$ cat src/rtl/led_matrix_pkg.sv
// led_matrix_pkg: shared scan-state type and cell-vector helpers for the LED matrix scanner
package led_matrix_pkg;
    localparam int MAX_N = 32;
    typedef enum logic {BLANK = 1'b0, DRIVE = 1'b1} scan_state_t;
    typedef logic [MAX_N*MAX_N-1:0] cells_t;
    typedef logic [MAX_N-1:0] row_t;
    // columns of row r from a flat n x n cell vector (cells[r*n+c]); upper bits are don't-care
    function automatic row_t row_slice(cells_t cells, int n, int r);
        return row_t'(cells >> (r * n));
    endfunction
endpackage

$ cat src/rtl/led_matrix_scanner_buffer.sv
// frame_double_buffer: pending/active frame storage with valid/ready intake and frame-boundary swap
module frame_double_buffer
    import led_matrix_pkg::*;
#(
    parameter int N  = 8,
    parameter int RW = $clog2(N)
) (
    input  logic           clk,
    input  logic           rst_n,
    input  logic [N*N-1:0] data_i,
    input  logic           valid_i,
    output logic           ready_o,
    input  logic           swap_i,
    input  logic [RW-1:0]  row_i,
    output logic [N-1:0]   slice_o
);
    logic [N*N-1:0] pending_q, pending_d, active_q, active_d;
    logic           full_q, full_d;
    // a swap only fires with pending full, an intake only with it empty, so the two never collide
    always_comb begin
        pending_d = pending_q;
        active_d  = active_q;
        full_d    = full_q;
        if (swap_i && full_q) begin
            active_d = pending_q;
            full_d   = 1'b0;
        end
        if (valid_i && !full_q) begin
            pending_d = data_i;
            full_d    = 1'b1;
        end
    end
    // buffer registers; reset discards any frame in flight
    always_ff @(posedge clk or negedge rst_n) begin
        if (!rst_n) begin
            pending_q <= '0;
            active_q  <= '0;
            full_q    <= 1'b0;
        end else begin
            pending_q <= pending_d;
            active_q  <= active_d;
            full_q    <= full_d;
        end
    end
    assign ready_o = ~full_q;
    // slice taken from the post-swap frame so the first row of a new frame is already correct
    assign slice_o = N'(row_slice(cells_t'(active_d), N, int'(row_i)));
endmodule

$ cat src/rtl/led_matrix_scanner.sv
// led_matrix_scanner: row-multiplexed N x N LED matrix driver with tear-free double buffering
module led_matrix_scanner
    import led_matrix_pkg::*;
#(
    parameter int N            = 8,
    parameter int DIVIDER      = 4,
    parameter int BLANK_CYCLES = 1
) (
    input  logic           clk,
    input  logic           rst_n,
    input  logic [N*N-1:0] frame_data,
    input  logic           frame_valid,
    output logic           frame_ready,
    output logic [N-1:0]   rows,
    output logic [N-1:0]   cols,
    output logic           frame_done
);
    localparam int CMAX = (DIVIDER > BLANK_CYCLES) ? DIVIDER : BLANK_CYCLES;
    localparam int CW   = $clog2(CMAX + 1);
    localparam int RW   = $clog2(N);
    localparam logic [CW-1:0] DRV_LAST = CW'(DIVIDER - 1);
    localparam logic [CW-1:0] BLK_LAST = CW'((BLANK_CYCLES == 0) ? 0 : BLANK_CYCLES - 1);
    localparam logic [RW-1:0] ROW_LAST = RW'(N - 1);
    scan_state_t   state_q, state_d;
    logic [CW-1:0] cnt_q, cnt_d;
    logic [RW-1:0] row_q, row_d;
    logic          lead_q, lead_d;
    logic          wrap;
    logic [N-1:0]  rows_q, rows_d, cols_q, cols_d, slice;
    logic          done_q;
    frame_double_buffer #(.N(N), .RW(RW)) u_buf (
        .clk     (clk),
        .rst_n   (rst_n),
        .data_i  (frame_data),
        .valid_i (frame_valid),
        .ready_o (frame_ready),
        .swap_i  (wrap),
        .row_i   (row_d),
        .slice_o (slice)
    );
    // phase sequencing: dwell counter counts down, the row advances on entry to each DRIVE
    // except the one ending the post-reset lead-in blank, which starts row 0 in place
    always_comb begin
        state_d = state_q;
        cnt_d   = cnt_q - 1'b1;
        row_d   = row_q;
        lead_d  = lead_q && (cnt_q != '0);
        wrap    = 1'b0;
        if (cnt_q == '0) begin
            if (state_q == DRIVE && BLANK_CYCLES != 0) begin
                state_d = BLANK;
                cnt_d   = BLK_LAST;
            end else begin
                state_d = DRIVE;
                cnt_d   = DRV_LAST;
                if (!lead_q) begin
                    wrap  = (row_q == ROW_LAST);
                    row_d = (row_q == ROW_LAST) ? '0 : row_q + 1'b1;
                end
            end
        end
    end
    // output decode from the next phase so the drive pins are plain registers
    always_comb begin
        rows_d = (state_d == DRIVE) ? (N'(1) << row_d) : '0;
        cols_d = (state_d == DRIVE) ? ~slice : '1;
    end
    // scan state and registered matrix outputs
    always_ff @(posedge clk or negedge rst_n) begin
        if (!rst_n) begin
            state_q <= BLANK;
            cnt_q   <= BLK_LAST;
            row_q   <= '0;
            lead_q  <= 1'b1;
            rows_q  <= '0;
            cols_q  <= '1;
            done_q  <= 1'b0;
        end else begin
            state_q <= state_d;
            cnt_q   <= cnt_d;
            row_q   <= row_d;
            lead_q  <= lead_d;
            rows_q  <= rows_d;
            cols_q  <= cols_d;
            done_q  <= wrap;
        end
    end
    assign rows       = rows_q;
    assign cols       = cols_q;
    assign frame_done = done_q;
endmodule

$ cat config.mk
export PLATFORM = sky130hd
export DESIGN_NAME = led_matrix_scanner
export DESIGN_NICKNAME = d
export VERILOG_FILES = /design/src/rtl/led_matrix_pkg.sv /design/src/rtl/led_matrix_scanner_buffer.sv /design/src/rtl/led_matrix_scanner.sv
export SDC_FILE = /design/constraint.sdc
export NUM_CORES = 1
export LEC_CHECK = 0
export ABC_CLOCK_PERIOD_IN_PS = 3200
export BUFFER_PORTS_ARGS = -buffer_cell sky130_fd_sc_hd__buf_2
export CORE_AREA = 2 2 165 151
export DETAILED_ROUTE_END_ITERATION = 7
export DIE_AREA = 0 0 167 153
export HOLD_SLACK_MARGIN = 0.15
export SYNTH_ARGS = -nofsm -noshare
export SYNTH_HDL_FRONTEND = slang
export SYNTH_SLANG_ARGS = --single-unit
export TNS_END_PERCENT = 1
$ cat constraint.sdc
create_clock -name clk -period 3.2 [get_ports clk]
set_input_delay 0.48 -clock clk [delete_from_list [all_inputs] [get_ports clk]]
set_output_delay 0.48 -clock clk [all_outputs]
set_load 0.01 [all_outputs]
# After elaboration in Yosys (flattened, before gate mapping)
# Cells that the tools add are included.
# word_totals
out_inout_bits,18
elab_cells,40
reg_bits,154
in_bits,67
# op_classes
n_mux,16
n_eq_ne,1
bitwise,2
add_sub_neg,2
n_reduce_logical,7
shift,2
# ops
op,count
64-bit two-way mux,1
64-bit by 6-bit >> shifter with 8-bit output,1
8-bit two-way mux,2
3-bit two-way mux,5
8-bit NOT,1
"1-bit by 3-bit << shifter with 8-bit output, first input constant",1
1-bit two-way mux,7
"3-bit by 1-bit adder with 3-bit output, second input constant",1
"3-bit == test, second input constant",1
1-bit logical AND,3
3-bit zero test,1
3-bit nonzero test,1
"3-bit by 1-bit subtractor with 3-bit output, second input constant",1
2-bit two-way mux,1
2-bit nonzero test,1
1-bit zero test,1
1-bit NOT,1

# Longest topological paths before layout
# logic_depth
ltp_word,9
ltp_mapped,11
ltp_nobuf,8

# Hierarchy
# Synthesis repeated with hierarchy kept, for this count alone.
# hier_totals
hier_cells,375
hier_area_um2,6333.6
# modules_own_cells
module,n_inst,cells_per_inst,seq_area_each_um2,area_per_inst_um2
frame_double_buffer,1,303,3228.1,5348.9
led_matrix_scanner,1,72,636.9,984.7

# Worst setup path before layout
# Ideal clock, no wire load.
# synth_timing
path_kind,register to register
startpoint,register cnt_q[0]
endpoint,"register cols_q[0], in the netlist cols[0]"
period_less_slack_ps,2314
setup_ps,97
path_stages_with_launch,11
path_buffers,2
arrival_time_ps,2218
required_ps,3103
path_slack_ps,886
cell_sequence,dfrtp_1 -> inv_1 -> ha_1 -> ha_1 -> or3b_1 -> buf_4 -> nor2_4 -> buf_6 -> mux2_2 -> a32o_1 -> nor4_1
# synth_between
elab_chain_len,7
word_cells_on_any_way,9
cone_classes,1 x shift; 5 x mux; 1 x bitwise; 2 x reduce/logical
# synth_lines
element,line_no,text
"start, declared",led_matrix_scanner.sv:25,"logic [CW-1:0] cnt_q, cnt_d;"
"start signal, assigned",led_matrix_scanner.sv:80,cnt_q <= cnt_d;
3-bit zero test,led_matrix_scanner.sv:49,if (cnt_q == '0) begin
1-bit two-way mux,led_matrix_scanner.sv:49,
1-bit logical AND,led_matrix_scanner_buffer.sv:24,if (swap_i && full_q) begin
64-bit two-way mux,led_matrix_scanner_buffer.sv:24,
net u_buf.active_d[0],led_matrix_scanner_buffer.sv:17,"logic [N*N-1:0] pending_q, pending_d, active_q, active_d;"
64-bit by 6-bit >> shifter with 8-bit output,led_matrix_pkg.sv:9,return row_t'(cells >> (r * n));
8-bit NOT,led_matrix_scanner.sv:66,cols_d = (state_d == DRIVE) ? ~slice : '1;
8-bit two-way mux,led_matrix_scanner.sv:66,
net cols_d[0],led_matrix_scanner.sv:29,"logic [N-1:0] rows_q, rows_d, cols_q, cols_d, slice;"
"end signal, assigned",led_matrix_scanner.sv:84,cols_q <= cols_d;
"end, declared",led_matrix_scanner.sv:29,
# The timed path passes the listed nets, and every way through them passes these cells.
# A chain may end at the register's enable or synchronous reset.

# Worst setup path after layout
# layout_timing
startpoint,register cnt_q[0]
endpoint,"register cols_q[7], in the netlist cols[7]"
# Same word-level chain as after synthesis.

==> flow_summary.toml <==
[run_status]
status = "complete, no violations"

[timing]
period_minus_slack_ns = 2.937
final-setup-viol-count = 0
tns_ns = 0
finalHoldViolCount = 0
worst_slew_pin_slew_ns = 0.8825
clock_skew_ns = 0.01484
rsz0062_at_grt = "false"
drv_slew = 0
clock.fmax_mhz = 340.5
finalCritPeriodShare_pct = 91.78
slew_headroom_pct = 41.17

[synth]
synth_cells = 526
syn_nets = 598
syn_area_um2 = 7044
ys_ff_latch = 154
yosysTopAreaCellShare_pct = 51.51
synth.avg_cell_area_um2 = 13.39
ys.flop_type = "dfrtp_1"
ys_async_sr_fraction_pct = 100.0
synth_warnings = 0
synth_area_leaders = "dfrtp_1, mux2_2, mux2i_1"
synth_edf_count = 0
ys_seq_area_share_pct = 54.87
yosys.area.top_type = "dfrtp_1"
synth_cell_types = 47

[placed_design]
io_buffers = 84
hpwlAfterDp_mm = 12.10
place_area_um2 = 7816
gp_congestion = 0.9478

[grt]
antenna_found_initial = 0
grt-ovfl-total = 0
grt_pass1_wl_mm = 26.13
grt_pass1_vias = 4569
grt_max_degree = 94
track_usage_pct = 13.31

[clock_network]
insertion_delay_ns = 0.43
postCtsSetupRepairBufs = 0
cts_hold_buffers = 0
clk_path_buf_depth = 2
clkSinkCount = 154
clk_pin_slew_ns = 0.06
cts-root-buf = "clkbuf_16"
post_cts_resized = 0
cts_tree = "done"
cts_max_level = 4
numCtsBuffers = 17

[critical_path]
rr_worst_depth = 9
startpoint_type = "flop"
end_kind = "flop"
worstPathArrival_ns = 3.26
r2r_start = "cnt_q[0]"
crit_path_start = "cnt_q[0]"
worst-path-max-fanout = 23
r2r-end = "cols[7]"
setup.worst_path.class = "reg -> reg"
crit_required_ns = 3.53
reg2reg_slack_ns = 0.26

[layout]
final_common_cell = "dfrtp_1"
nets = 686
fin_area_um2 = 8427
n_antenna_cell = 0
layout-drive-gt1-share_pct = 45.77
final_cell_mix = "dfrtp_1, mux2_2, buf_2, mux2i_1"
area_growth_pct = 19.63

[run]
maxCapViolCount = 0

[detailed_routing]
wire_per_inst_um = 17.79
drtIter0Drc = 239
dr.pass1.iters = 4
routed_wl_mm = 16.64
detail-route-antenna-nets = 0
drc = 0
vias_per_cell = 4.771
vias = 4461

[power]
power.density_nw_per_um2 = 573.1
leakagePower_nw = 3.798
irDropWorstVdd_mv = 0.2469

[die]
fp.dieArea_um2 = 25550
fp-row-count = 54
fp.dieH_um = 153
core_um2 = 23850
boundaryPins = 85
start_util_pct = 29.54
die_w_um = 167

[min_path]
hp-class = "in -> async"
## cells by family after synthesis
family          synth area share, %
buf+inv                       4.263
compound gates                6.359
simple gates                  5.933
mux                           27.69
fa+ha+maj                    0.8881
flops                         54.87
## routing by layer
layer | vias to the layer above | track usage (%) | wire, um
met5 | - | 0 | 0
met4 | 0 | 5.255 | 347
met3 | 21 | 3.573 | 792
met2 | 126 | 19.81 | 7498
met1 | 2233 | 18.47 | 7999
li1 | 2081 | - | -
## synth_stat cells, types with 2 or more instances
cell,instances
o22ai_1,10
inv_1,22
buf_6,8
a21oi_1,6
o21ai_0,7
dfstp_2,9
a22oi_1,4
a211oi_1,9
nor2b_1,8
nand3_1,2
buf_4,3
nand2_1,22
nand2b_1,2
o221ai_1,4
a32o_1,4
buf_2,8
nor3_1,9
nor2_1,19
mux4_2,5
ha_1,5
mux2i_1,34
a31oi_1,4
nor4_1,7
clkbuf_1,11
and2_1,2
mux2_2,133
dfrtp_1,145
o32ai_1,5
## registers in the layout, indices dropped and copies added, names as in the netlist, 3 cells and up
register         count
row_q                3
cnt_q                3
u_buf.active_q      64
cols                 8
rows                 8
u_buf.pending_q     64
## report_power, final
part | total (mW) | switching [mW] | leakage (nW) | internal, mW
clock network | 2.08 | 0.827 | 0.284 | 1.26
registers | 2.35 | 0.166 | 1.87 | 2.18
logic | 0.397 | 0.157 | 1.65 | 0.240
## critical path: stages (launching register included)
cell,delay [ns]
dfrtp_1,0.38
inv_1,0.06
ha_1,0.16
ha_1,0.37
or3b_1,0.45
nor2_4,0.38
buf_12,0.24
mux2_2,0.36
nor2b_1,0.13
nor4_1,0.29
## stage by stage
step	worst slack [ns]	total power, mW	cells	utilization [%]	hold slack (ns)
finish	0.2631	4.829	935	35.33	0.1349
floorplan	0.8856	2.567	526	-	0.1844
CTS	0.2591	4.888	935	35.33	0.1827
global placement	0.3713	2.782	903	32.77	0.4472
detailed placement	0.2601	2.790	903	32.77	0.4509
global route	0.03613	5.031	935	35.33	0.1960
## how the worst max path moves through the flow
stage              end  cells past startpoint
3_3_place_gp   cols[7]                      9
3_5_place_dp   cols[7]                      9
4_1_cts        cols[7]                      9
2_1_floorplan  cols[0]                     10
6_report       cols[7]                      9
5_1_grt        cols[7]                      9
## cell type report
| class | count | area [um^2] |
|---|---|---|
| repair buffers | 101 | 591.8 |
| well taps | 308 | 385.4 |
| inverters | 22 | 82.58 |
| clock inverters | 12 | 163.9 |
| flip-flops and latches | 154 | 3865 |
| fillers | 2315 | 15420 |
| clock buffers | 20 | 446.7 |
| multi-input cells | 318 | 2892 |
(Power assumes the default switching activity.)
